File: src/rtl/fifo_if_pkg.sv
// Shared register-map constants and status layout for the uC <-> USB_CDC FIFO bridge.
package fifo_if_pkg;

  localparam logic [1:0] ADDR_DATA = 2'b00;
  localparam logic [1:0] ADDR_IN   = 2'b01;
  localparam logic [1:0] ADDR_STAT = 2'b10;
  localparam logic [1:0] ADDR_CTRL = 2'b11;

  localparam int STAT_IN_FULL   = 0;
  localparam int STAT_IN_EMPTY  = 1;
  localparam int STAT_OUT_EMPTY = 2;
  localparam int STAT_OUT_FULL  = 3;
  localparam int STAT_IN_EN     = 4;
  localparam int STAT_OVF       = 5;
  localparam int STAT_UDF       = 6;

  localparam int CTRL_IN_IRQ_EN  = 0;
  localparam int CTRL_OUT_IRQ_EN = 1;

  // Field order mirrors the STAT_* indices, MSB first.
  typedef struct packed {
    logic udf;
    logic ovf;
    logic in_en;
    logic out_full;
    logic out_empty;
    logic in_empty;
    logic in_full;
  } stat_t;

endpackage

File: src/rtl/sync_fifo.sv
// Single-clock FIFO, registered level/pointers, head visible combinationally from storage.
// Latency 1 push->head; push refused while full (full sampled before a same-cycle pop).
module sync_fifo #(
  parameter int WIDTH = 8,
  parameter int DEPTH = 4
) (
  input  logic             i_clk,
  input  logic             i_rst,
  input  logic             i_push,
  input  logic [WIDTH-1:0] i_data,
  input  logic             i_pop,
  output logic             o_full,
  output logic             o_empty,
  output logic [$clog2(DEPTH):0] o_level,
  output logic [WIDTH-1:0] o_head
);

  localparam int AW = $clog2(DEPTH);
  localparam int LW = AW + 1;

  logic [WIDTH-1:0] r_mem [DEPTH];
  logic [AW-1:0]    r_wr_ptr;
  logic [AW-1:0]    r_rd_ptr;
  logic [LW-1:0]    r_level;
  logic             w_push;
  logic             w_pop;

  assign o_full  = (r_level == LW'(DEPTH));
  assign o_empty = (r_level == '0);
  assign o_level = r_level;
  assign w_push  = i_push & ~o_full;
  assign w_pop   = i_pop & ~o_empty;
  assign o_head  = o_empty ? '0 : r_mem[r_rd_ptr];

  always_ff @(posedge i_clk or posedge i_rst) begin
    if (i_rst) begin
      r_wr_ptr <= '0;
      r_rd_ptr <= '0;
      r_level  <= '0;
    end else begin
      if (w_push) r_wr_ptr <= r_wr_ptr + AW'(1);
      if (w_pop)  r_rd_ptr <= r_rd_ptr + AW'(1);
      case ({w_push, w_pop})
        2'b10:   r_level <= r_level + LW'(1);
        2'b01:   r_level <= r_level - LW'(1);
        default: r_level <= r_level;
      endcase
    end
  end

  always_ff @(posedge i_clk) begin
    if (w_push) r_mem[r_wr_ptr] <= i_data;
  end

endmodule

File: src/rtl/fifo_if_buf.sv
// uC 16-bit register bus <-> USB_CDC byte-stream bridge with IN/OUT FIFOs, sticky flags and IRQs.
// Read data latency 1; out_ready_o low while OUT full, IN writes dropped while full or gated.
module fifo_if_buf
  import fifo_if_pkg::*;
#(
  parameter int IN_DEPTH  = 4,
  parameter int OUT_DEPTH = 4,
  parameter bit IN_GATE   = 1'b1
) (
  input  logic        clk_i,
  input  logic        rst_i,
  input  logic        sel_i,
  input  logic        read_i,
  input  logic        write_i,
  input  logic [1:0]  addr_i,
  input  logic [15:0] data_i,
  output logic [15:0] data_o,
  output logic        in_irq_o,
  output logic        out_irq_o,
  output logic [7:0]  in_data_o,
  output logic        in_valid_o,
  input  logic        in_ready_i,
  input  logic [7:0]  out_data_i,
  input  logic        out_valid_i,
  output logic        out_ready_o
);

  localparam int IN_LW  = $clog2(IN_DEPTH) + 1;
  localparam int OUT_LW = $clog2(OUT_DEPTH) + 1;

  logic              w_rd;
  logic              w_wr;
  logic              w_in_wr;
  logic              w_in_push;
  logic              w_in_drop;
  logic              w_in_pop;
  logic              w_out_push;
  logic              w_out_rd;
  logic              w_out_pop;
  logic              w_out_udf;
  logic              w_clr_ovf;
  logic              w_clr_udf;
  logic              w_in_full;
  logic              w_in_empty;
  logic              w_out_full;
  logic              w_out_empty;
  logic [IN_LW-1:0]  w_in_level;
  logic [OUT_LW-1:0] w_out_level;
  logic [7:0]        w_out_head;
  stat_t             w_stat;
  logic [15:0]       w_rd_dat;
  logic              w_unused;

  logic              r_started;
  logic              r_in_en;
  logic              r_ovf;
  logic              r_udf;
  logic              r_in_irq_en;
  logic              r_out_irq_en;
  logic              r_in_irq;
  logic              r_out_irq;
  logic [15:0]       r_data;

  assign w_rd       = sel_i & read_i;
  assign w_wr       = sel_i & write_i;
  assign w_in_wr    = w_wr & (addr_i == ADDR_IN);
  assign w_in_push  = w_in_wr & r_in_en & ~w_in_full;
  assign w_in_drop  = w_in_wr & ~(r_in_en & ~w_in_full);
  assign w_in_pop   = ~w_in_empty & in_ready_i;
  assign w_out_push = out_valid_i & out_ready_o;
  assign w_out_rd   = w_rd & (addr_i == ADDR_DATA);
  assign w_out_pop  = w_out_rd & ~w_out_empty;
  assign w_out_udf  = w_out_rd & w_out_empty;
  assign w_clr_ovf  = w_wr & (addr_i == ADDR_STAT) & data_i[STAT_OVF];
  assign w_clr_udf  = w_wr & (addr_i == ADDR_STAT) & data_i[STAT_UDF];
  assign w_unused   = ^data_i[15:8];

  sync_fifo #(.WIDTH(8), .DEPTH(IN_DEPTH)) u_in_fifo (
    .i_clk   (clk_i),
    .i_rst   (rst_i),
    .i_push  (w_in_push),
    .i_data  (data_i[7:0]),
    .i_pop   (w_in_pop),
    .o_full  (w_in_full),
    .o_empty (w_in_empty),
    .o_level (w_in_level),
    .o_head  (in_data_o)
  );

  sync_fifo #(.WIDTH(8), .DEPTH(OUT_DEPTH)) u_out_fifo (
    .i_clk   (clk_i),
    .i_rst   (rst_i),
    .i_push  (w_out_push),
    .i_data  (out_data_i),
    .i_pop   (w_out_pop),
    .o_full  (w_out_full),
    .o_empty (w_out_empty),
    .o_level (w_out_level),
    .o_head  (w_out_head)
  );

  assign in_valid_o  = ~w_in_empty;
  assign out_ready_o = r_started & ~w_out_full;
  assign in_irq_o    = r_in_irq;
  assign out_irq_o   = r_out_irq;
  assign data_o      = r_data;

  always_comb begin
    w_stat           = '0;
    w_stat.udf       = r_udf;
    w_stat.ovf       = r_ovf;
    w_stat.in_en     = r_in_en;
    w_stat.out_full  = w_out_full;
    w_stat.out_empty = w_out_empty;
    w_stat.in_empty  = w_in_empty;
    w_stat.in_full   = w_in_full;
  end

  always_comb begin
    w_rd_dat = '0;
    case (addr_i)
      ADDR_DATA: w_rd_dat = {8'h00, w_out_head};
      ADDR_STAT: w_rd_dat = {9'b0, w_stat};
      ADDR_CTRL: w_rd_dat = {8'(w_out_level), 8'(w_in_level)};
      default:   w_rd_dat = '0;
    endcase
  end

  always_ff @(posedge clk_i or posedge rst_i) begin
    if (rst_i) begin
      r_started    <= 1'b0;
      r_in_en      <= ~IN_GATE;
      r_ovf        <= 1'b0;
      r_udf        <= 1'b0;
      r_in_irq_en  <= 1'b1;
      r_out_irq_en <= 1'b1;
      r_in_irq     <= 1'b0;
      r_out_irq    <= 1'b0;
      r_data       <= '0;
    end else begin
      r_started <= 1'b1;
      r_in_en   <= r_in_en | w_out_push;
      // Setting a sticky flag takes priority over a same-cycle clear.
      r_ovf     <= w_in_drop | (r_ovf & ~w_clr_ovf);
      r_udf     <= w_out_udf | (r_udf & ~w_clr_udf);
      if (w_wr && addr_i == ADDR_CTRL) begin
        r_in_irq_en  <= data_i[CTRL_IN_IRQ_EN];
        r_out_irq_en <= data_i[CTRL_OUT_IRQ_EN];
      end
      r_in_irq  <= w_in_pop & r_in_irq_en;
      r_out_irq <= w_out_push & r_out_irq_en;
      if (w_rd) r_data <= w_rd_dat;
    end
  end

endmodule

File: config.mk
export PLATFORM = sky130hd
export DESIGN_NAME = fifo_if_buf
export DESIGN_NICKNAME = d
export VERILOG_FILES = /design/src/rtl/fifo_if_pkg.sv /design/src/rtl/sync_fifo.sv /design/src/rtl/fifo_if_buf.sv
export SDC_FILE = /design/constraint.sdc
export NUM_CORES = 1
export LEC_CHECK = 0
export CELL_PAD_IN_SITES_DETAIL_PLACEMENT = 0
export CELL_PAD_IN_SITES_GLOBAL_PLACEMENT = 1
export CORE_MARGIN = 2
export CORE_UTILIZATION = 48
export DETAILED_ROUTE_END_ITERATION = 8
export PLACE_DENSITY = 0.88
export SYNTH_ARGS = -nofsm -noshare
export SYNTH_HDL_FRONTEND = slang
export SYNTH_SLANG_ARGS = --single-unit
File: constraint.sdc
create_clock -name clk_i -period 4.05 [get_ports clk_i]
set_input_delay 0.6075 -clock clk_i [delete_from_list [all_inputs] [get_ports clk_i]]
set_output_delay 0.6075 -clock clk_i [all_outputs]
set_load 0.01 [all_outputs]
Yosys cells after proc, flatten, opt, wreduce, memory -nomap -nowiden:

Memories as Yosys holds them, arrays and structs flattened.
Cells that the tools add are included.

* add/sub/neg operators: 8
* bitwise logic cells: 34
* multiplexer cells: 9
* equal/unequal tests: 9
* reductions and logical operators: 6

Operators by type and width (count)
* one-hot mux 11 bit (3 select lines): 1
* AND 1 bit: 24
* 2-to-1 mux 8 bit: 2
* one-hot mux 3 bit (2 select lines): 2
* adder 2 x 1 -> 2 bit (second input constant): 4
* equality test 2 bit (second input constant): 4
* inverter 1 bit: 7
* adder 3 x 1 -> 3 bit (second input constant): 2
* equality test 2 x 1 -> 1 bit (second input constant): 3
* equality test 3 bit (second input constant): 2
* zero test 3 bit: 2
* subtractor 3 x 1 -> 3 bit (second input constant): 2
* 2-to-1 mux 1 bit: 4
* nonzero test 2 bit: 2
* OR 1 bit: 3
* zero test 2 bit: 1
* logical AND 1 bit: 1

* register bits after elaboration: 38
* memory bits (writable): 64
* memories: 2
* output and inout port bits: 28
* input bits: 33
* word-level logic and storage cells: 83

Memory list
* u_in_fifo.r_mem: depth 4, width 8, read ports 1, clocked after Yosys merged registers in 0, wr ports 1, line sync_fifo.sv:21 `logic [WIDTH-1:0] r_mem [DEPTH];`
* u_out_fifo.r_mem: depth 4, width 8, read ports 1, clocked after Yosys merged registers in 0, wr ports 1, line sync_fifo.sv:21

Longest topological paths before layout:

Gate-level depths: netlist of the first run.

* word-level depth: 7
* gate-level depth with buffers: 10
* depth with buffers taken out: 9

Cells and area by module:

A second synthesis of the first run with hierarchy kept.

* cell total of the unflattened synthesis: 267
* area total of the unflattened synthesis: 4272.8 um2

By module, submodules not included
* sync_fifo: sequential area each 1136.1 um2, area each 1660.3 um2, instances 2, cells each 90
* fifo_if_buf: sequential area each 478.0 um2, area each 952.2 um2, instances 1, cells each 87

Worst setup path before layout of the first run:

Ideal clock, no wire load.

* path type: input to register
* from: input port addr_i[1]
* to: register u_out_fifo.r_level[2] (netlist: u_out_fifo.o_level[2])
* library setup time: 0.079 ns
* setup slack: 1.591 ns
* buffers on the path: 1
* data arrival time: 2.380 ns
* cell stages on the path: 9
* required time: 3.971 ns
* cell sequence: clkbuf_1 nor2_1 and3_4 ha_1 inv_1 fa_1 xor2_1 nor2_1 xor2_1

* longest elaborated chain between the ends: 6
* elaborated cells on any way between the ends: 8
* classes of those cells: 2 x eq/ne; 1 x mux; 3 x bitwise; 2 x reduce/logical

RTL lines
* start, declared: line fifo_if_buf.sv:15 `input logic [1:0] addr_i,`
* zero test 2 bit (*): line fifo_if_buf.sv:71 `assign w_out_rd = w_rd & (addr_i == ADDR_DATA);`
* AND 1 bit (*): line fifo_if_buf.sv:71
* AND 1 bit (*): line fifo_if_buf.sv:72 `assign w_out_pop = w_out_rd & ~w_out_empty;`
* AND 1 bit (*): line sync_fifo.sv:32 `assign w_pop = i_pop & ~o_empty;`
* via u_out_fifo.w_pop: line sync_fifo.sv:26 `logic w_pop;`
* equality test 2 x 1 -> 1 bit / equality test 2 bit (equally long branches): line sync_fifo.sv:43 `case ({w_push, w_pop})`
* one-hot mux 3 bit (2 select lines) / nonzero test 2 bit (equally long branches)
* end signal, assigned: line sync_fifo.sv:44 `2'b10: r_level <= r_level + LW'(1);`
* end signal, assigned: line sync_fifo.sv:45 `2'b01: r_level <= r_level - LW'(1);`
* end signal, assigned: line sync_fifo.sv:46 `default: r_level <= r_level;`
* end, declared: line sync_fifo.sv:24 `logic [LW-1:0] r_level;`

The timed path passes the listed nets; every way through them passes the cells marked *.
A chain may end at the register's enable or synchronous reset.

Worst setup path in the final report of the first run:

* from: register u_in_fifo.r_rd_ptr[0]
* to: output port in_data_o[6]

* longest elaborated chain between the ends: 2

RTL lines
* start, declared: line sync_fifo.sv:23 `logic [AW-1:0] r_rd_ptr;`
* start signal, assigned: line sync_fifo.sv:42 `if (w_pop) r_rd_ptr <= r_rd_ptr + AW'(1);`
* memory read (4 x 8 bit)
* 2-to-1 mux 8 bit: line sync_fifo.sv:33 `assign o_head = o_empty ? '0 : r_mem[r_rd_ptr];`
* end, declared: line fifo_if_buf.sv:20 `output logic [7:0] in_data_o,`

Every way passes these cells.

==> summary.md, run 1 <==
| Metric | Value |
|---|---|
| CTS tree | yes |
| DP HPWL | 4826 um |
| Synth Register Bits | 97 |
| Worst r2r path cells | 9 |
| Core Area | 8258 sq um |
| Hold-fix buffers, CTS | 0 |
| P_leak | 1.792 nW |
| Clock Sinks | 97 |
| Worst hold endpoint | data_o[6] |
| First-pass GRT wire length | 11320 um |
| Placer Congestion | 0.7466 |
| Sequential share of the synthesized area | 66.69% |
| Layout net count | 351 |
| P_int | 1.993 mW |
| Worst Setup Start Kind | flop |
| Worst Clk Skew | 0.008600 ns |
| Placed cell count | 400 |
| Reg2reg end | u_out_fifo.o_level[2] |
| WL final | 6825 um |
| Main synth FF type | edfxtp_1 |
| Cell variety after synth | slightly below 50 |
| Fin. max-slew vios | 0 |
| Root buffer cell | clkbuf_8 |
| Clock power frac | 22.1% |
| RSZ-0062 raised after global routing | false |
| Syn_area_per_cell | around 16 sq um |
| # setup viols final | 0 |
| Top-area cell type share of the netlist area | 46.60% |
| Largest net degree at the start of global routing | 24 |
| Synth Cell Area | 4124 sq um |
| CP Data Arrival Time | 2.30 ns |
| Kind of critical path | flop to primary output |
| Crit Reg-Reg Startpoint | u_out_fifo.o_level[2] |
| Worst hold slack | 0.4903 ns |
| Vias in the first global route | between 2000 and 2500 |
| Status | completed |
| Worst vdd ir | 0.3674 mV |
| Num CTS Buffers | 9 |
| Wire per inst | 16.41 um |
| Setup TNS | 0 ns |
| Synth area leaders | edfxtp_1, dfrtp_1, mux4_2 |
| Number of port buffers | 47 |
| Actual slew at the worst max-slew pin | roughly 0.9 ns |
| Max_slew headroom | roughly 40% |
| Gr ovfl total | 0 |
| Fillers | 631 |
| DRC | 0 |
| DIE WIDTH | 96.69 um |
| Post-synth top cells | edfxtp_1, dfrtp_1, and2_1, mux4_2, inv_1 |
| CTS resizes | 0 |
| Number of post-CTS setup repair buffers | 0 |
| Ys async rst share | about a third |
| Synth Warn # | 0 |
| Sequential share of power | between 40% and 50% |
| Non-Filler Instances | 416 |
| CTS clock-pin slew for the worst setup and hold paths | 0.09 ns |
| GRT Total Usage | 15.68% |
| Layout cell share with drive strength beyond 1 | 15.43% |
| CTS H-tree lvls | 3 |
| Minimum clock period | 2.909 ns |
| Area of the multi-input gates | 1242 sq um |
| P&R area growth vs syn | 18.17% |
| Fin crit share | 71.83% |
| 1st-pass router iterations | 4 |
| Pwr/cell area | ~580 nW/um^2 |
| Most frequent cell after synthesis | edfxtp_1 |
| Routed Antenna Nets | 0 |
| Hold path startpoint | data_o[6] |
| Die Y | 96.69 um |
| Crit-path max FO | 10 |
| Final Hold Vio Count | 0 |
| Switching share of power | 29.85% |
| Post-synth EDFFs | 64 |
| Critical Path RT | 3.44 ns |
| Max Buffers Root-to-Sink | 2 |
| MaxCap Viol Count | 0 |
| # diodes | 0 |
| DIE AREA | just over 9000 sq um |
| Initial Utilization | 49.94% |
| Initial antenna violation count | 0 |
| Vias/cell | about 5.4 |
| DR iter-0 viols | approximately 140 |
| Mapped Cells | 257 |
| Fmax | between 300 and 400 MHz |
| Hold Crit Class | flop to flop |
| I/O pins | just over 60 |
| Psw | 0.8481 mW |
| Via count | 2248 |
| Skew-Pair Late Insertion Delay | 0.35 ns |
| Row cnt | 33 |
| Hold depth | 2 |
| Post-place instance area | 4673 sq um |
| Combinational power share | 28.6% |
| Worst reg-to-reg setup slack | ~1.7 ns |
| Sequential cell area | 2750 sq um |
| Crit. End Element | primary output |
| Final Instance Area | 4873 sq um |
| Area leader, netlist | edfxtp_1 |
[metal layers]
layer  share of wire (%)  GRT usage [%]  up-vias
met5                   0              0        -
met4                0.88          3.575        0
met3                 3.9          5.275        6
met2                  50          25.43       45
met1                  45          20.77     1152
li1                    -              -     1045
[kinds of logic after synthesis]
group                    count (synthesis)  synth area share, %
other                                    2               0.1821
flip-flops                              97                66.69
XOR/XNOR                                12                2.549
AO/OA/AOI/OAI                           24                4.248
AND/OR/NAND/NOR                         58                8.617
adder cells (fa/ha/maj)                 12                4.005
multiplexers                            21                10.16
buffers and inverters                   31                3.550
[power by group through the flow]
stage / Sequential, mW / Clock (mW) / Combinational [mW]
after floorplan: 1.32 / 0 / 0.605
after global placement: 1.42 / 0 / 0.795
after detailed placement: 1.43 / 0 / 0.819
after CTS: 1.41 / 0.645 / 0.824
after global routing: 1.43 / 0.693 / 0.887
final: 1.40 / 0.628 / 0.813
[final cells by class]
cell class	count	share of cell area [%]
Timing Repair Buffer	50	10.12
Clock inverter	6	1.489
Inverter	15	1.155
Tap cell	105	2.696
Sequential cell	97	56.43
Clock buffer	10	2.619
Multi-Input combinational cell	133	25.49
[through the flow]
step / worst slack, ns / power [mW] / utilization, %
2_1_floorplan: 1.591 / 1.926 / -
3_3_place_gp: 1.192 / 2.214 / 56.59
3_5_place_dp: 1.109 / 2.246 / 56.59
4_1_cts: 1.079 / 2.876 / 59.02
5_1_grt: 0.9902 / 3.015 / 59.02
6_report: 1.141 / 2.842 / 59.02
[cells in the final DEF (no fill, tap or decap), drive strengths merged, types with 2 or more instances in the layout]
cell / netlist / layout
nand3: 5 / 5
or3: 2 / 2
and2: 21 / 21
clkbuf: 7 / 10
dfstp: 2 / 2
nand4: 3 / 3
a32oi: 3 / 3
mux2: 4 / 4
a22o: 4 / 4
xnor2: 6 / 6
buf: 9 / 3
nor2: 6 / 6
inv: 15 / 19
a21oi: 2 / 2
nor3: 2 / 2
edfxtp: 64 / 64
fa: 2 / 2
a311oi: 2 / 2
xor2: 6 / 6
a31oi: 3 / 3
o21ai: 5 / 5
mux4: 16 / 16
ha: 10 / 10
conb: 2 / 6
clkdlybuf4s50: 0 / 47
nand4b: 2 / 2
and3: 4 / 4
dfrtp: 31 / 31
nand2: 6 / 6
[sequential cells by signal, indices dropped and copies added, names as in the netlist, 2 cells and up]
register and cells:
data_o 11, u_in_fifo.o_level 3, u_in_fifo.r_mem 32, u_in_fifo.r_rd_ptr 2, u_in_fifo.r_wr_ptr 2, u_out_fifo.o_level 3, u_out_fifo.r_mem 32, u_out_fifo.r_rd_ptr 2
u_out_fifo.r_wr_ptr 2
[worst max path at each step]
stage / startpoint / to / slack, ns / cells after the start
6_report: u_in_fifo.r_rd_ptr[0] / in_data_o[6] / 1.14 / 3
5_1_grt: u_in_fifo.r_rd_ptr[0] / in_data_o[4] / 0.99 / 3
4_1_cts: u_in_fifo.r_rd_ptr[0] / in_data_o[6] / 1.08 / 3
3_5_place_dp: sel_i / u_out_fifo.o_level[2] / 1.11 / 10
3_3_place_gp: sel_i / u_out_fifo.o_level[2] / 1.19 / 10
2_1_floorplan: addr_i[1] / u_out_fifo.o_level[2] / 1.59 / 9
[worst max-delay path, cell delays in order (launching register included)]
cell             delay [ns]
dfrtp_1                0.73
mux4_2                 0.56
and2_1                 0.18
clkdlybuf4s50_1        0.48
(Power assumes the default switching activity.)
==> run 2, diff against run 1 <==
--- a/config.mk
+++ b/config.mk
@@ -8,9 +8,9 @@
 export CELL_PAD_IN_SITES_DETAIL_PLACEMENT = 0
 export CELL_PAD_IN_SITES_GLOBAL_PLACEMENT = 1
 export CORE_MARGIN = 2
-export CORE_UTILIZATION = 48
+export CORE_UTILIZATION = 45
 export DETAILED_ROUTE_END_ITERATION = 8
-export PLACE_DENSITY = 0.88
+export PLACE_DENSITY = 0.83
 export SYNTH_ARGS = -nofsm -noshare
 export SYNTH_HDL_FRONTEND = slang
 export SYNTH_SLANG_ARGS = --single-unit
==> constraint.sdc (replaced) <==
create_clock -name clk_i -period 2.85 [get_ports clk_i]
set_input_delay 0.4275 -clock clk_i [delete_from_list [all_inputs] [get_ports clk_i]]
set_output_delay 0.4275 -clock clk_i [all_outputs]
set_load 0.01 [all_outputs]
==> run 2 against run 1 <==
Effect of this change: utilization shrank 3.2 points; non-clock buffer count grew 5; via count shrank 1.1%; largest cell class unchanged; design area grew 0.80%; clock-buffer cell count shrank 1; global-route usage grew 0.29 points; critical path depth grew 1; critical endpoint unchanged; sequential power grew 41%; setup slack lost 0.93 ns; total power grew 42%; cell count grew 1.9%; critical path type unchanged; combinational power grew 49%.
==> summary.md, run 2 (same netlist as run 1, synthesis figures left out) <==
| Metric | Value |
|---|---|
| Status | completed |
| RSZ-0062 raised after global routing | false |
| Worst Setup Start Kind | flop |
| Wire per inst | 17.13 um |
| CP Cell Sequence | buf_12 -> mux4_2 -> and2_1 -> clkdlybuf4s50_1 |
| Worst Clk Skew | 0.01086 ns |
| Vias in the first global route | 2319 |
| Minimum clock period | between 2 and 3 ns |
| MaxCap Viol Count | 0 |
| Layout cell share with drive strength beyond 1 | 16.77% |
| DR iter-0 viols | approximately 110 |
| DIE WIDTH | approximately 100 um |
| Vias/cell | 5.243 |
| Hold-fix buffers, CTS | 0 |
| Setup TNS | 0 ns |
| Hold Crit Class | input pin to asynchronous set/reset pin |
| Core Area | 8806 sq um |
| Critical Path RT | 2.42 ns |
| Crit. End Element | primary output |
| Fin. max-slew vios | 0 |
| Via count | between 2000 and 2500 |
| Crit path largest cell delay | 0.54 ns |
| # diodes | 0 |
| Area of the multi-input gates | 1242 sq um |
| Total Power | approximately 4 mW |
| Worst vdd ir | 0.3676 mV |
| Gr ovfl total | 0 |
| 1st-pass router iterations | 4 |
| Kind of critical path | flop to primary output |
| Slowest CP cell | dfrtp_1 |
| Max Buffers Root-to-Sink | 2 |
| Psw | 1.240 mW |
| I/O pins | 61 |
| # setup viols final | 0 |
| P_int | 2.781 mW |
| Number of post-CTS setup repair buffers | 0 |
| Clock Sinks | just under 100 |
| Commonest cells after routing, fill and taps aside | edfxtp_1, clkdlybuf4s50_1, dfrtp_1, and2_1, mux4_2 |
| DRC | 0 |
| Fillers | 708 |
| Clock power frac | 20.9% |
| CTS resizes | 0 |
| Largest net degree at the start of global routing | 34 |
| P_leak | roughly 1.8 nW |
| P&R area growth vs syn | 19.11% |
| Switching share of power | roughly 30% |
| Routed Antenna Nets | 0 |
| DP HPWL | approximately 5200 um |
| Sequential cell area | between 2000 and 3000 sq um |
| CP Data Arrival Time | 2.21 ns |
| Num CTS Buffers | 9 |
| GRT Total Usage | between 15 and 20% |
| CTS clock-pin slew for the worst setup and hold paths | about 0.1 ns |
| Root buffer cell | clkbuf_8 |
| Initial Utilization | 46.83% |
| Sequential share of power | 49.0% |
| Commonest non-fill, non-tap cell in the layout | edfxtp_1 |
| Fmax | 379.2 MHz |
| Fin crit share | 92.54% |
| Combinational power share | 30.1% |
| CTS H-tree lvls | 3 |
| Initial antenna violation count | 0 |
| Final Hold Vio Count | 0 |
| Max_slew headroom | around 62% |
| Actual slew at the worst max-slew pin | 0.5648 ns |
| Row cnt | 34 |
| Layout net count | 356 |
| Bufs and invs on worst path | 2 |
| DIE AREA | 9946 sq um |
| Die Y | 99.73 um |
| Pwr/cell area | 818.6 nW/um^2 |
| CTS tree | yes |
| WL final | 7261 um |
| Number of port buffers | 47 |
| Placer Congestion | 0.7568 |
| First-pass GRT wire length | 11940 um |
| Critical path's top delay family | buffers and inverters |
| Skew-Pair Late Insertion Delay | ~0.36 ns |
| Crit-path max FO | 6 |
run 2: changes by cell type in the layout (fill, tap and decap cells not counted), moves of 2 or more:
cell / previous run / this run
buf_4: 3 / 7
inv_6: 4 / 2
inv_8: 0 / 2
clkinv_4: 0 / 2
run 2: final cells by class:
cell class,instances,area share (%)
Timing Repair Buffer,55,11.05
Inverter,15,1.146
Sequential cell,97,55.99
Tap cell,108,2.751
Multi-Input combinational cell,133,25.29
Clock buffer,9,2.522
Clock inverter,7,1.248
run 2: power groups by stage:
| stage | registers [mW] | clock network [mW] | logic [mW] |
|---|---|---|---|
| 3_5_place_dp | 2.01 | 0 | 1.23 |
| 4_1_cts | 1.98 | 0.859 | 1.23 |
| 6_report | 1.97 | 0.839 | 1.21 |
| 5_1_grt | 2.02 | 0.919 | 1.34 |
| 3_3_place_gp | 2.00 | 0 | 1.19 |
| 2_1_floorplan | 1.88 | 0 | 0.860 |
run 2: path summary, 6_finish.rpt:
kind | start | to | slack, ns | cells after the start
min | rst_i | data_o[8] | 0.46 | 3
min in group clk_i | data_o[5] | data_o[5] | 0.50 | 2
min reg2reg | data_o[5] | data_o[5] | 0.50 | 2
max | u_in_fifo.r_rd_ptr[0] | in_data_o[6] | 0.21 | 4
max reg2reg | u_out_fifo.o_level[1] | u_out_fifo.o_level[2] | 0.47 | 9
max in group asynchronous | rst_i | r_out_irq_en | 2.04 | 3
run 2: worst reg2reg max path, stage by stage, from the launching register on:
cell and delay, ns:
dfrtp_1 0.45, or3b_1 0.41, and3_1 0.33, inv_1 0.10, ha_1 0.17, inv_1 0.06, fa_1 0.37, xor2_1 0.15
nor2_1 0.11, xor2_1 0.16
run 2: through the flow:
stage	hold slack, ns	worst slack [ns]	util [%]	area (sq um)	std cells
floorplan	0.4636	0.5713	-	4139	261
global route	0.5150	0.1090	55.78	4912	424
detailed placement	0.4824	0.3441	53.68	4727	408
finish	0.4585	0.2126	55.78	4912	424
global placement	0.4704	0.3965	53.68	4727	408
CTS	0.4573	0.1696	55.78	4912	424
run 2: per-layer routing:
layer	vias to the layer above	share of wire [%]	global-route usage, %
met2	59	47	24.79
met3	7	5.5	4.427
li1	1051	-	-
met1	1106	46	21.98
met5	-	0	0
met4	0	1.2	5.374
==> run 3, diff against run 2 <==
--- a/config.mk
+++ b/config.mk
@@ -8,9 +8,9 @@
 export CELL_PAD_IN_SITES_DETAIL_PLACEMENT = 0
 export CELL_PAD_IN_SITES_GLOBAL_PLACEMENT = 1
 export CORE_MARGIN = 2
-export CORE_UTILIZATION = 45
+export CORE_UTILIZATION = 48
 export DETAILED_ROUTE_END_ITERATION = 8
-export PLACE_DENSITY = 0.83
+export PLACE_DENSITY = 0.88
 export SYNTH_ARGS = -nofsm -noshare
 export SYNTH_HDL_FRONTEND = slang
 export SYNTH_SLANG_ARGS = --single-unit
==> constraint.sdc (replaced) <==
create_clock -name clk_i -period 3.1 [get_ports clk_i]
set_input_delay 0.465 -clock clk_i [delete_from_list [all_inputs] [get_ports clk_i]]
set_output_delay 0.465 -clock clk_i [all_outputs]
set_load 0.01 [all_outputs]
==> run 3 against run 2 <==
Effect of this change: design area is 0.66% lower; total power shrank 8.8%; setup slack gained 0.093 ns; global-route usage rose by 0.22 points; non-clock buffer count is 2 lower; sequential power decreased by 7%; wire length is 3.7% lower; clock skew up 0.0054 ns; sequential share of layout area is 0.37 points higher; register-to-register slack better by 0.23 ns; first-iteration DRC count rose by 20%; via count about the same.
==> summary.md, run 3 (same netlist as run 1, synthesis figures left out) <==
| Metric | Value |
|---|---|
| Largest net degree at the start of global routing | 34 |
| Reg2reg end | u_out_fifo.o_level[2] |
| Crit path largest cell delay | 0.74 ns |
| Wire per inst | 16.68 um |
| DP HPWL | 4883 um |
| Actual slew at the worst max-slew pin | 0.6056 ns |
| Bufs and invs on worst path | 1 |
| DIE WIDTH | 96.69 um |
| 1st-pass router iterations | 4 |
| Initial Utilization | between 40% and 50% |
| P&R area growth vs syn | 18.33% |
| Clock Sinks | 97 |
| Pwr/cell area | 751.4 nW/um^2 |
| CP Depth | 3 |
| WL final | between 6000 and 7000 um |
| CTS resizes | 0 |
| I/O pins | 61 |
| Layout net count | 354 |
| Hold Crit Class | input pin to asynchronous set/reset pin |
| Worst vdd ir | 0.3208 mV |
| Setup TNS | 0 ns |
| Minimum clock period | 2.795 ns |
| Crit-path max FO | 10 |
| Max Buffers Root-to-Sink | 2 |
| Row cnt | 33 |
| Core Area | 8258 sq um |
| Critical Path End | in_data_o[6] |
| Fin crit share | 90.15% |
| Vias in the first global route | roughly 2200 |
| RSZ-0062 raised after global routing | false |
| Commonest non-fill, non-tap cell in the layout | edfxtp_1 |
| DR iter-0 viols | around 130 |
| Crit. End Element | primary output |
| Via count | 2225 |
| DRC | 0 |
| Fmax | 357.8 MHz |
| MaxCap Viol Count | 0 |
| CTS H-tree lvls | 3 |
| P_leak | approximately 1.8 nW |
| CP startpoint | u_in_fifo.r_rd_ptr[0] |
| Layout cell share with drive strength beyond 1 | 16.24% |
| Post-place instance area | 4696 sq um |
| Skew-Pair Late Insertion Delay | 0.37 ns |
| Worst Setup Start Kind | flop |
| Number of port buffers | between 40 and 50 |
| # setup viols final | 0 |
| Kind of critical path | flop to primary output |
| Critical Path RT | 2.63 ns |
| Slowest CP cell | dfrtp_1 |
| First-pass GRT wire length | 11520 um |
| Number of post-CTS setup repair buffers | 0 |
| Die Y | 96.69 um |
| Worst Clk Skew | 0.01626 ns |
| Initial antenna violation count | 0 |
| Commonest cells after routing, fill and taps aside | edfxtp_1, clkdlybuf4s50_1, dfrtp_1, and2_1, mux4_2 |
| DIE AREA | 9349 sq um |
| Final Hold Vio Count | 0 |
| Critical path's top delay family | flip-flops |
| CP Data Arrival Time | about 2.3 ns |
| Final Core Density | 59.09% |
| Num CTS Buffers | 9 |
| GRT Total Usage | 16.19% |
| Status | completed |
| Fin. max-slew vios | 0 |
| Worst reg-to-reg setup slack | 0.70 ns |
| Placer Congestion | 0.7605 |
| CTS clock-pin slew for the worst setup and hold paths | 0.11 ns |
| Worst r2r path cells | 9 |
| Crit Reg-Reg Startpoint | u_out_fifo.o_level[1] |
| CTS tree | yes |
| # diodes | 0 |
| Routed Antenna Nets | 0 |
| Gr ovfl total | 0 |
| Final Instance Area | 4880 sq um |
| CP Cell Sequence | mux4_2 -> and2_1 -> clkdlybuf4s50_1 |
| Root buffer cell | clkbuf_8 |
| Vias/cell | around 5.3 |
| Hold-fix buffers, CTS | 0 |
| Max_slew headroom | between 50 and 60% |
run 3: cell types whose count changed in the layout (fill, tap and decap cells not counted), sizes merged:
| cell | change |
|---|---|
| clkinv | -2 |
| clkinvlp | +1 |
| clkbuf | +1 |
| buf | -2 |
run 3: power by group:
part | internal [mW] | leakage (nW) | switching, mW
combinational | 0.635 | 0.728 | 0.427
sequential | 1.59 | 0.980 | 0.244
clock | 0.310 | 0.0913 | 0.464
run 3: worst register-to-register path: cells and delay by family (launching register included):
kind | cells | cell delay, ns
xor gates and xnor gates | 2 | 0.30
adders and majority gates | 2 | 0.58
buffers and inverters | 2 | 0.18
DFF | 1 | 0.44
and+or+nand+nor | 3 | 0.83
run 3: layer usage:
layer	share of wire [%]	GRT usage (%)	wire length (um)
met1	45	21.55	3135
met4	1.3	4.875	89
met3	5.0	5.130	349
met2	49	25.80	3417
met5	0	0	0
run 3: cell type report:
class / instances / area, sq um
timing repair buffer: 53 / 515.5
clock inverter: 6 / 56.30
tap: 105 / 131.4
inverter: 15 / 56.30
clock buffer: 10 / 127.6
multi-input combinational: 133 / 1242
sequential: 97 / 2750
fill: 622 / 3378
run 3: worst min-delay path by stage:
stage | endpoint | slack, ns | cells after the start
after floorplan | r_in_en | 0.46 | 1
after global placement | data_o[6] | 0.47 | 2
after detailed placement | data_o[6] | 0.47 | 2
after CTS | data_o[6] | 0.48 | 3
after global routing | data_o[5] | 0.52 | 2
final | data_o[6] | 0.47 | 3
run 3: stage by stage:
stage	worst slack [ns]	hold slack [ns]	power (mW)	cells
final	0.3055	0.4707	3.666	419
after global routing	0.1977	0.5236	3.884	419
after CTS	0.2602	0.4839	3.702	419
after detailed placement	0.4530	0.4738	2.939	403
after global placement	0.5547	0.4711	2.898	403
after floorplan	0.7838	0.4636	2.516	261
